[src/rtl/gs_mixer.sv]
// Time-multiplexed N-channel stereo mixer for the General Sound outputs.
// Accumulates one channel per clock with per-side gains and emits a saturated sample per frame.
module gs_mixer #(
    parameter int CHANNELS = 4,
    parameter int IN_W     = 8,
    parameter int OUT_W    = 9,
    parameter int GAIN_W   = 6
) (
    input  logic                         clk_sys,
    input  logic                         reset,
    input  logic                         ce,
    input  logic [CHANNELS*IN_W-1:0]     in_data,
    input  logic                         cfg_we,
    input  logic [$clog2(CHANNELS)-1:0]  cfg_ch,
    input  logic                         cfg_side,
    input  logic [GAIN_W-1:0]            cfg_gain,
    output logic [OUT_W-1:0]             out_l,
    output logic [OUT_W-1:0]             out_r,
    output logic                         out_valid,
    output logic                         busy,
    output logic                         overrun
);

    localparam int CH_W = $clog2(CHANNELS);
    localparam int AW   = IN_W + GAIN_W + CH_W;
    localparam logic [GAIN_W-1:0] UNITY = GAIN_W'(1) << (GAIN_W - 1);

    typedef enum logic [1:0] {S_IDLE, S_SUM, S_OUT} state_t;

    state_t                    state_q;
    logic [CH_W-1:0]           idx_q;
    logic [CHANNELS*IN_W-1:0]  samp_q;
    logic [GAIN_W-1:0]         pend_l_q [CHANNELS];
    logic [GAIN_W-1:0]         pend_r_q [CHANNELS];
    logic [GAIN_W-1:0]         pend_l_d [CHANNELS];
    logic [GAIN_W-1:0]         pend_r_d [CHANNELS];
    logic [GAIN_W-1:0]         act_l_q  [CHANNELS];
    logic [GAIN_W-1:0]         act_r_q  [CHANNELS];
    logic [AW-1:0]             acc_l_q, acc_r_q;
    logic [OUT_W-1:0]          out_l_q, out_r_q;
    logic                      valid_q, busy_q, ovr_q;

    logic [IN_W-1:0]           cur_s;
    logic [AW-1:0]             prod_l, prod_r;
    logic [AW-1:0]             v_l, v_r;

    // Same-cycle writes feed the active bank directly so a write on the accepting ce counts.
    always_comb begin
        pend_l_d = pend_l_q;
        pend_r_d = pend_r_q;
        for (int unsigned c = 0; c < CHANNELS; c++) begin
            if (cfg_we && cfg_ch == CH_W'(c)) begin
                if (cfg_side) pend_r_d[c] = cfg_gain;
                else          pend_l_d[c] = cfg_gain;
            end
        end
    end

    always_comb begin
        cur_s  = samp_q[idx_q*IN_W +: IN_W];
        prod_l = AW'(cur_s) * AW'(act_l_q[idx_q]);
        prod_r = AW'(cur_s) * AW'(act_r_q[idx_q]);
        v_l    = acc_l_q >> (GAIN_W - 1);
        v_r    = acc_r_q >> (GAIN_W - 1);
    end

    always_ff @(posedge clk_sys) begin
        if (reset) begin
            state_q <= S_IDLE;
            idx_q   <= '0;
            samp_q  <= '0;
            acc_l_q <= '0;
            acc_r_q <= '0;
            out_l_q <= '0;
            out_r_q <= '0;
            valid_q <= 1'b0;
            busy_q  <= 1'b0;
            ovr_q   <= 1'b0;
            for (int unsigned c = 0; c < CHANNELS; c++) begin
                pend_l_q[c] <= (c < CHANNELS / 2) ? UNITY : '0;
                pend_r_q[c] <= (c < CHANNELS / 2) ? '0 : UNITY;
                act_l_q[c]  <= (c < CHANNELS / 2) ? UNITY : '0;
                act_r_q[c]  <= (c < CHANNELS / 2) ? '0 : UNITY;
            end
        end else begin
            pend_l_q <= pend_l_d;
            pend_r_q <= pend_r_d;
            valid_q  <= 1'b0;
            if (ce && busy_q) ovr_q <= 1'b1;
            case (state_q)
                S_IDLE: begin
                    if (ce) begin
                        samp_q  <= in_data;
                        act_l_q <= pend_l_d;
                        act_r_q <= pend_r_d;
                        acc_l_q <= '0;
                        acc_r_q <= '0;
                        idx_q   <= '0;
                        busy_q  <= 1'b1;
                        state_q <= S_SUM;
                    end
                end
                S_SUM: begin
                    acc_l_q <= acc_l_q + prod_l;
                    acc_r_q <= acc_r_q + prod_r;
                    idx_q   <= idx_q + CH_W'(1);
                    if (idx_q == CH_W'(CHANNELS - 1)) state_q <= S_OUT;
                end
                S_OUT: begin
                    // Any bit above OUT_W after the gain shift means clip to full scale.
                    out_l_q <= (|(v_l >> OUT_W)) ? '1 : v_l[OUT_W-1:0];
                    out_r_q <= (|(v_r >> OUT_W)) ? '1 : v_r[OUT_W-1:0];
                    valid_q <= 1'b1;
                    busy_q  <= 1'b0;
                    state_q <= S_IDLE;
                end
                default: state_q <= S_IDLE;
            endcase
        end
    end

    assign out_l     = out_l_q;
    assign out_r     = out_r_q;
    assign out_valid = valid_q;
    assign busy      = busy_q;
    assign overrun   = ovr_q;

endmodule

[config.mk]
export PLATFORM = sky130hd
export DESIGN_NAME = gs_mixer
export DESIGN_NICKNAME = d
export VERILOG_FILES = /design/src/rtl/gs_mixer.sv
export SDC_FILE = /design/constraint.sdc
export NUM_CORES = 1
export LEC_CHECK = 0
export ABC_CLOCK_PERIOD_IN_PS = 10500
export CAP_MARGIN = 10
export CORE_ASPECT_RATIO = 1.4
export CORE_MARGIN = 2
export CORE_UTILIZATION = 55
export CTS_CLUSTER_SIZE = 16
export DETAILED_ROUTE_END_ITERATION = 8
export PLACE_DENSITY_LB_ADDON = 0.12
export SLEW_MARGIN = 20
export SYNTH_ARGS = -nofsm -noshare
export SYNTH_HDL_FRONTEND = slang
export SYNTH_SLANG_ARGS = --single-unit
[constraint.sdc]
create_clock -name clk_sys -period 10.5 [get_ports clk_sys]
set_input_delay 2.1 -clock clk_sys [delete_from_list [all_inputs] [get_ports clk_sys]]
set_output_delay 2.1 -clock clk_sys [all_outputs]
set_load 0.02 [all_outputs]
Yosys cells after proc, flatten, opt, wreduce, memory -nomap -nowiden
Index checks and enable logic that the tools add are counted.
{"block": "word_totals", "ff_bits": 185, "latch_bits": 0, "ramBits": 0, "mem_bits_ro": 0, "output_inout_bits": 21, "wordCells": 92, "mem_count": 0}
{"block": "classes", "addsub": 3, "n_mul": 2, "div": 0, "order_cmp": 1, "eq_ne": 8, "shifts": 1, "muxes": 35, "n_bitwise": 1, "n_reduce_logical": 15}
{"op": "$mux W6", "count": 20}
{"op": "$pmux W16 S2", "count": 2}
{"op": "$add A16 B14 Y16", "count": 2}
{"op": "$shiftx A32 B6 Y8", "count": 1}
{"op": "$mul A8 B6 Y14", "count": 2}
{"op": "$bmux W6 S2", "count": 2}
{"op": "$mux W9", "count": 2}
{"op": "$mux W16", "count": 1}
{"op": "$eq A2 B2 Y1 const B", "count": 4}
{"op": "$pmux W2 S2", "count": 2}
{"op": "$reduce_and A2 Y1", "count": 4}
{"op": "$mux W2", "count": 3}
{"op": "$logic_and A1 B1 Y1", "count": 5}
{"op": "$eq A2 B1 Y1 const B", "count": 2}
{"op": "$logic_not A2 Y1", "count": 2}
{"op": "$ne A2 B2 Y1 const B", "count": 2}
{"op": "$reduce_bool A2 Y1", "count": 2}
{"op": "$reduce_or A2 Y1", "count": 2}
{"op": "$ge A3 B3 Y1 const B", "count": 1}
{"op": "$not A2 Y3", "count": 1}
{"op": "$add A2 B1 Y2 const B", "count": 1}
{"op": "$mux W1", "count": 2}
{"op": "$pmux W1 S2", "count": 1}

Longest topological paths before layout
{"block": "logic_depth", "word_depth": 7, "mapped_depth": 20, "depth_no_buf": 17}

Least setup slack after synthesis
OpenSTA, ideal clock, no wires.
{"block": "synth_timing", "path_type": "flip-flop to flip-flop", "startpoint": "reg idx_q[0]", "endpoint": "reg acc_r_q[15]", "setup_time_ns": 0.123, "t_arrival_ns": 5.024, "required_ns": 10.377, "setup_slack_ns": 5.352, "stages_incl_launch_ff": 18, "path_buffers": 3, "synth_period_minus_slack_ns": 5.148, "cell_sequence": "dfxtp_1 -> buf_4 -> mux4_2 -> clkbuf_1 -> and2_1 -> fa_1 -> fa_1 -> fa_1 -> inv_1 -> fa_1 -> inv_1 -> ha_1 -> buf_6 -> a2111o_1 -> o221a_1 -> a21oi_2 -> o22ai_1 -> mux2_1"}
{"block": "synth_via", "elab_chain_cells": 7, "elab_cells_between_ends": 8, "cone_classes": "1 x add/sub; 1 x mul; 1 x shift; 4 x mux; 1 x bitwise"}
{"element": "start: declaration", "line_no": "31", "source": "logic [CH_W-1:0] idx_q;"}
{"element": "start signal: assignment", "line_no": "106", "source": "idx_q <= idx_q + CH_W'(1);"}
{"element": "branches (longest 4 deep; another with $shiftx A32 B6 Y8)"}
{"element": "$mul A8 B6 Y14 *", "line_no": "62", "source": "prod_r = AW'(cur_s) * AW'(act_r_q[idx_q]);"}
{"element": "$add A16 B14 Y16 *", "line_no": "105", "source": "acc_r_q <= acc_r_q + prod_r;"}
{"element": "$pmux W16 S2 *", "line_no": "90", "source": "case (state_q)"}
{"element": "end signal: assignment", "line_no": "105"}
{"element": "end: declaration", "line_no": "39", "source": "logic [AW-1:0] acc_l_q, acc_r_q;"}
Mark *: on every way between the ends. The select of a mux whose other input is x is not followed.
A chain may end at the register's enable or synchronous reset.

Final worst setup path
{"block": "layout_timing", "startpoint": "reg idx_q[0]", "endpoint": "reg acc_l_q[15]"}
{"block": "layout_via", "elab_chain_cells": 7, "elab_cells_between_ends": 8, "cone_classes": "1 x add/sub; 1 x mul; 1 x shift; 4 x mux; 1 x bitwise"}
{"element": "branches (longest 4 deep; another with $shiftx A32 B6 Y8)"}
{"element": "$mul A8 B6 Y14 *", "line_no": "61", "source": "prod_l = AW'(cur_s) * AW'(act_l_q[idx_q]);"}
{"element": "$add A16 B14 Y16 *", "line_no": "104", "source": "acc_l_q <= acc_l_q + prod_l;"}
{"element": "$pmux W16 S2 *", "line_no": "90"}
{"element": "end signal: assignment", "line_no": "104"}
{"element": "end: declaration", "line_no": "39"}
Marks and branches as above.

==> metrics list <==
* Capturing element type of the critical path: flop
- The clock tree synthesis step divided the H-tree into 4 levels.
- Power spent charging and discharging nets: around 0.00048 W
- Residual antenna-violating net count after detailed routing: 0
* Arrival @ worst endpoint: 5930 ps
- The initial antenna violation count was 1.
- Number of cells upsized or downsized after cts: 0
- STA puts the critical path data required time at ~11,000 ps.
* Filler Cells Inserted: between 1,500 and 2,000
- Area added between synthesis and finish: 11.9%
* Final clock period utilization by the worst path: 0.534
* Dpl hpwl: between 15,000 and 20,000 um
- DRC violation count after routing: 0
- RSZ-0062 raised after global routing: no
* Cells after Synth: about 1,200
- Buffers placed on the I/O ports in this run total 65.
- Synthesized netlist net count: between 1,000 and 1,500
- Headroom to the max-slew limit: 0.316
- After detailed routing, the total wire length is 23,700 um.
- Of all nets on the critical path, the largest fanout is 23.
- Dividing the synthesized area by the synthesized cell count gives between 9 and 10 sq um.
- After routing the design area is approximately 12,000 sq um.
- Buffers inserted during clock tree synthesis total 17.
- # Post-CTS Setup Buffers: 0
- Across all layers, the routed design uses ~8,000 vias.
- Starting density of the core: 0.562
- For this design the ratio of total power to cell area is roughly 130 nW/um^2.
- Top flip-flop cell by instance count after synthesis: sky130_fd_sc_hd__dfxtp_1
- The synthesized netlist contains 62 unique library cells.
- Share of the yosys chip area belonging to registers: 0.332
* DIE AREA: ~21,000 sq um
- Routability-driven placement finished with a final weighted congestion of 0.895.
- The first global-routing pass estimated 39,400 um of wire.
- Number of vias per cell after detailed routing: between 5 and 6
- The internal portion of the total power is 0.00118 W.
* Width of the die: between 100 and 150 um
* Final setup violation count: 0
* Number of register bits inferred by synthesis: 185
- Once layout is complete, the utilization of the core stands at 0.629.
- The worst path in the final design needs a cycle of approximately 5600 ps, including I/O delays and setup.
- Post-Route Setup TNS: 0 ps
- Of the total power, registers draw 0.450.
* Via count of the first global-routing pass: slightly below 8,000
* Fraction of layout cells with a size suffix above 1: 0.0629
- Global routing finished with a remaining overflow of 0.
- Overall track demand over capacity in global routing: 0.229
- Derived from the worst setup path, the maximum achievable clock frequency is around 180 MHz.
* Clock transition at the registers of the reported paths: around 70 ps
- CTS placed an instance of sky130_fd_sc_hd__clkbuf_16 at the clock tree root.
- Area of the mapped netlist: 11,200 sq um
- The placed instances occupy a cell area of 11,900 sq um.
* Wire length per cell: 15.5 um
- Sequential cell area: 3700 sq um
- The tool flagged a number of max-cap violations equal to 0.
- Worst-case register-to-register setup slack: 4900 ps
- Number of top-level pins: 66
- Summed over all cells, the static leakage comes to ~5.5 nW.
* Largest net degree at the start of global routing: 81
* Total count of hold-check failures in the final report: 0
- The clock drives 185 sinks.
- Of the total power, combinational logic draws 0.153.
- Async set-reset flop share out of synthesis: 0
* TritonCTS clock tree: done
- Classification of the worst-slack hold path: flop to flop
- Of the total power, the share spent switching nets is 0.291.
- Worst setup slack after layout: between 4000 and 5000 ps
- Summing all multi-input logic gate instances after layout gives 6610 sq um.
* Number of max-slew violations in the final report: 0
- Clock latency at the later pin of the worst-skew pair: 440 ps
- Synthesis warning total: 0
- At the end of the flow, the number of nets in the layout was between 1,000 and 1,500.
- Critical path launch point type: flop
- For the pin with the worst max-slew slack, the measured transition is just over 1000 ps.
- At the placement stage, the worst setup path has a slack of a little under 5000 ps.
* Row count: between 60 and 70
* First DRT Iteration DRCs: 378
- The worst setup path is of the flop to flop kind.
- Of the total power, the clock network draws 0.397.
* Clk buf depth: 2
- Floorplan Core Area: approximately 20,000 sq um
- Run status: finished, final reports clean
- Worst ir drop on vdd: 0.000107 V
* Final worst clock skew: about 13 ps
- Hold-fix buffers, CTS: 0
- The floorplan step set the die height to 172 um.
* Detailed Routing Iterations Pass 1: 5
* Number of enable-type register cells in the synthesized netlist: 0
## stage by stage
stage / hold slack [ps] / total power, W / std cells
final: 450 / 0.00166 / 1525
after global routing: 469 / 0.00174 / 1524
after CTS: 455 / 0.00168 / 1524
after detailed placement: 441 / 0.00102 / 1493
after global placement: 432 / 0.00101 / 1493
after floorplan: 430 / 0.000950 / 1239
## logic make-up (layout without fill, tap and decap cells)
kind of cell	after synthesis	count (layout)	share of synthesized area
and+or+nand+nor	411	411	0.174
buffers and inverters	213	246	0.0762
AOI/OAI and AO/OA	210	210	0.121
DFF	185	185	0.332
adders and majority gates	135	135	0.200
muxes	71	71	0.0864
xor gates and xnor gates	14	14	0.0110
other	0	1	0
## critical path, cell delays in order, from the launching register on
cell	delay (ps)
sky130_fd_sc_hd__dfxtp_1	310
sky130_fd_sc_hd__buf_4	360
sky130_fd_sc_hd__mux4_2	700
sky130_fd_sc_hd__and2_1	210
sky130_fd_sc_hd__fa_1	540
sky130_fd_sc_hd__inv_1	60
sky130_fd_sc_hd__fa_1	530
sky130_fd_sc_hd__inv_1	50
sky130_fd_sc_hd__fa_1	470
sky130_fd_sc_hd__inv_1	50
sky130_fd_sc_hd__fa_1	470
sky130_fd_sc_hd__inv_1	40
sky130_fd_sc_hd__ha_1	340
sky130_fd_sc_hd__o21ai_0	100
sky130_fd_sc_hd__a21oi_1	240
sky130_fd_sc_hd__or2_2	210
sky130_fd_sc_hd__a31oi_4	110
sky130_fd_sc_hd__o32ai_1	320
sky130_fd_sc_hd__mux2_2	370
## worst paths after layout
kind	startpoint	endpoint	cells after the start
max	idx_q[0]	acc_l_q[15]	18
min	out_r[6]	out_r[6]	2
max reg2reg	idx_q[0]	acc_l_q[15]	18
min reg2reg	out_r[6]	out_r[6]	2
## power groups by stage
| stage | Sequential [W] | Combinational, W | Clock, W |
|---|---|---|---|
| after global routing | 0.000752 | 0.000289 | 0.000698 |
| after floorplan | 0.000759 | 0.000190 | 0 |
| after global placement | 0.000764 | 0.000249 | 0 |
| after CTS | 0.000748 | 0.000257 | 0.000670 |
| final | 0.000748 | 0.000255 | 0.000659 |
| after detailed placement | 0.000765 | 0.000255 | 0 |
## placed cells by master (no fill, tap or decap), drive strengths merged, types with 8 or more instances in the layout
cell,n
a211o,9
a211oi,51
a21oi,65
a31oi,8
and2,79
buf,12
clkbuf,17
clkdlybuf4s50,64
dfxtp,185
fa,72
ha,63
inv,147
mux2i,49
mux4,20
nand2,128
nand2b,14
nand3,9
nor2,145
o21ai,42
or2,8
xor2,9
## cells in the mapped netlist, drive strengths merged, types with 7 or more instances
library cell  instances  share of area
o21ai                42          0.019
fa                   72           0.13
and2                 79          0.044
nor2                145          0.049
buf                  29          0.014
nand3                 9         0.0040
dfxtp               185           0.33
a211oi               51          0.034
a31oi                 8         0.0058
xor2                  9         0.0071
ha                   63          0.071
clkbuf               45          0.015
a21oi                65          0.030
nand2               128          0.043
nor3b                 7         0.0062
inv                 139          0.047
mux2i                49          0.044
mux4                 20          0.040
a211o                 9         0.0071
or2                   8         0.0045
nand2b               14         0.0092
## area by class of cell
type                            count  share of cell area
Antenna cell                        1            0.000200
Clock inverter                     14              0.0142
Timing Repair Buffer               76              0.0585
Multi-Input combinational cell    841               0.529
Inverter                          139              0.0418
Tap cell                          252              0.0253
Sequential cell                   185               0.297
Clock buffer                       17              0.0341
## per-layer routing
metal	global-route usage	up-vias	routed length (um)
li1	-	4106	-
met5	0	-	0
met3	0.0353	31	625
met4	0.0747	0	514
met2	0.416	117	12100
met1	0.280	3877	10400
## flip-flops by register name, indices dropped and copies added (netlist names), 9 cells and up
register  count
out_r         9
out_l         9
samp_q       32
pend_l_q     24
act_l_q      24
acc_r_q      16
pend_r_q     24
act_r_q      24
acc_l_q      16
Power figures use the tool's default switching activity.
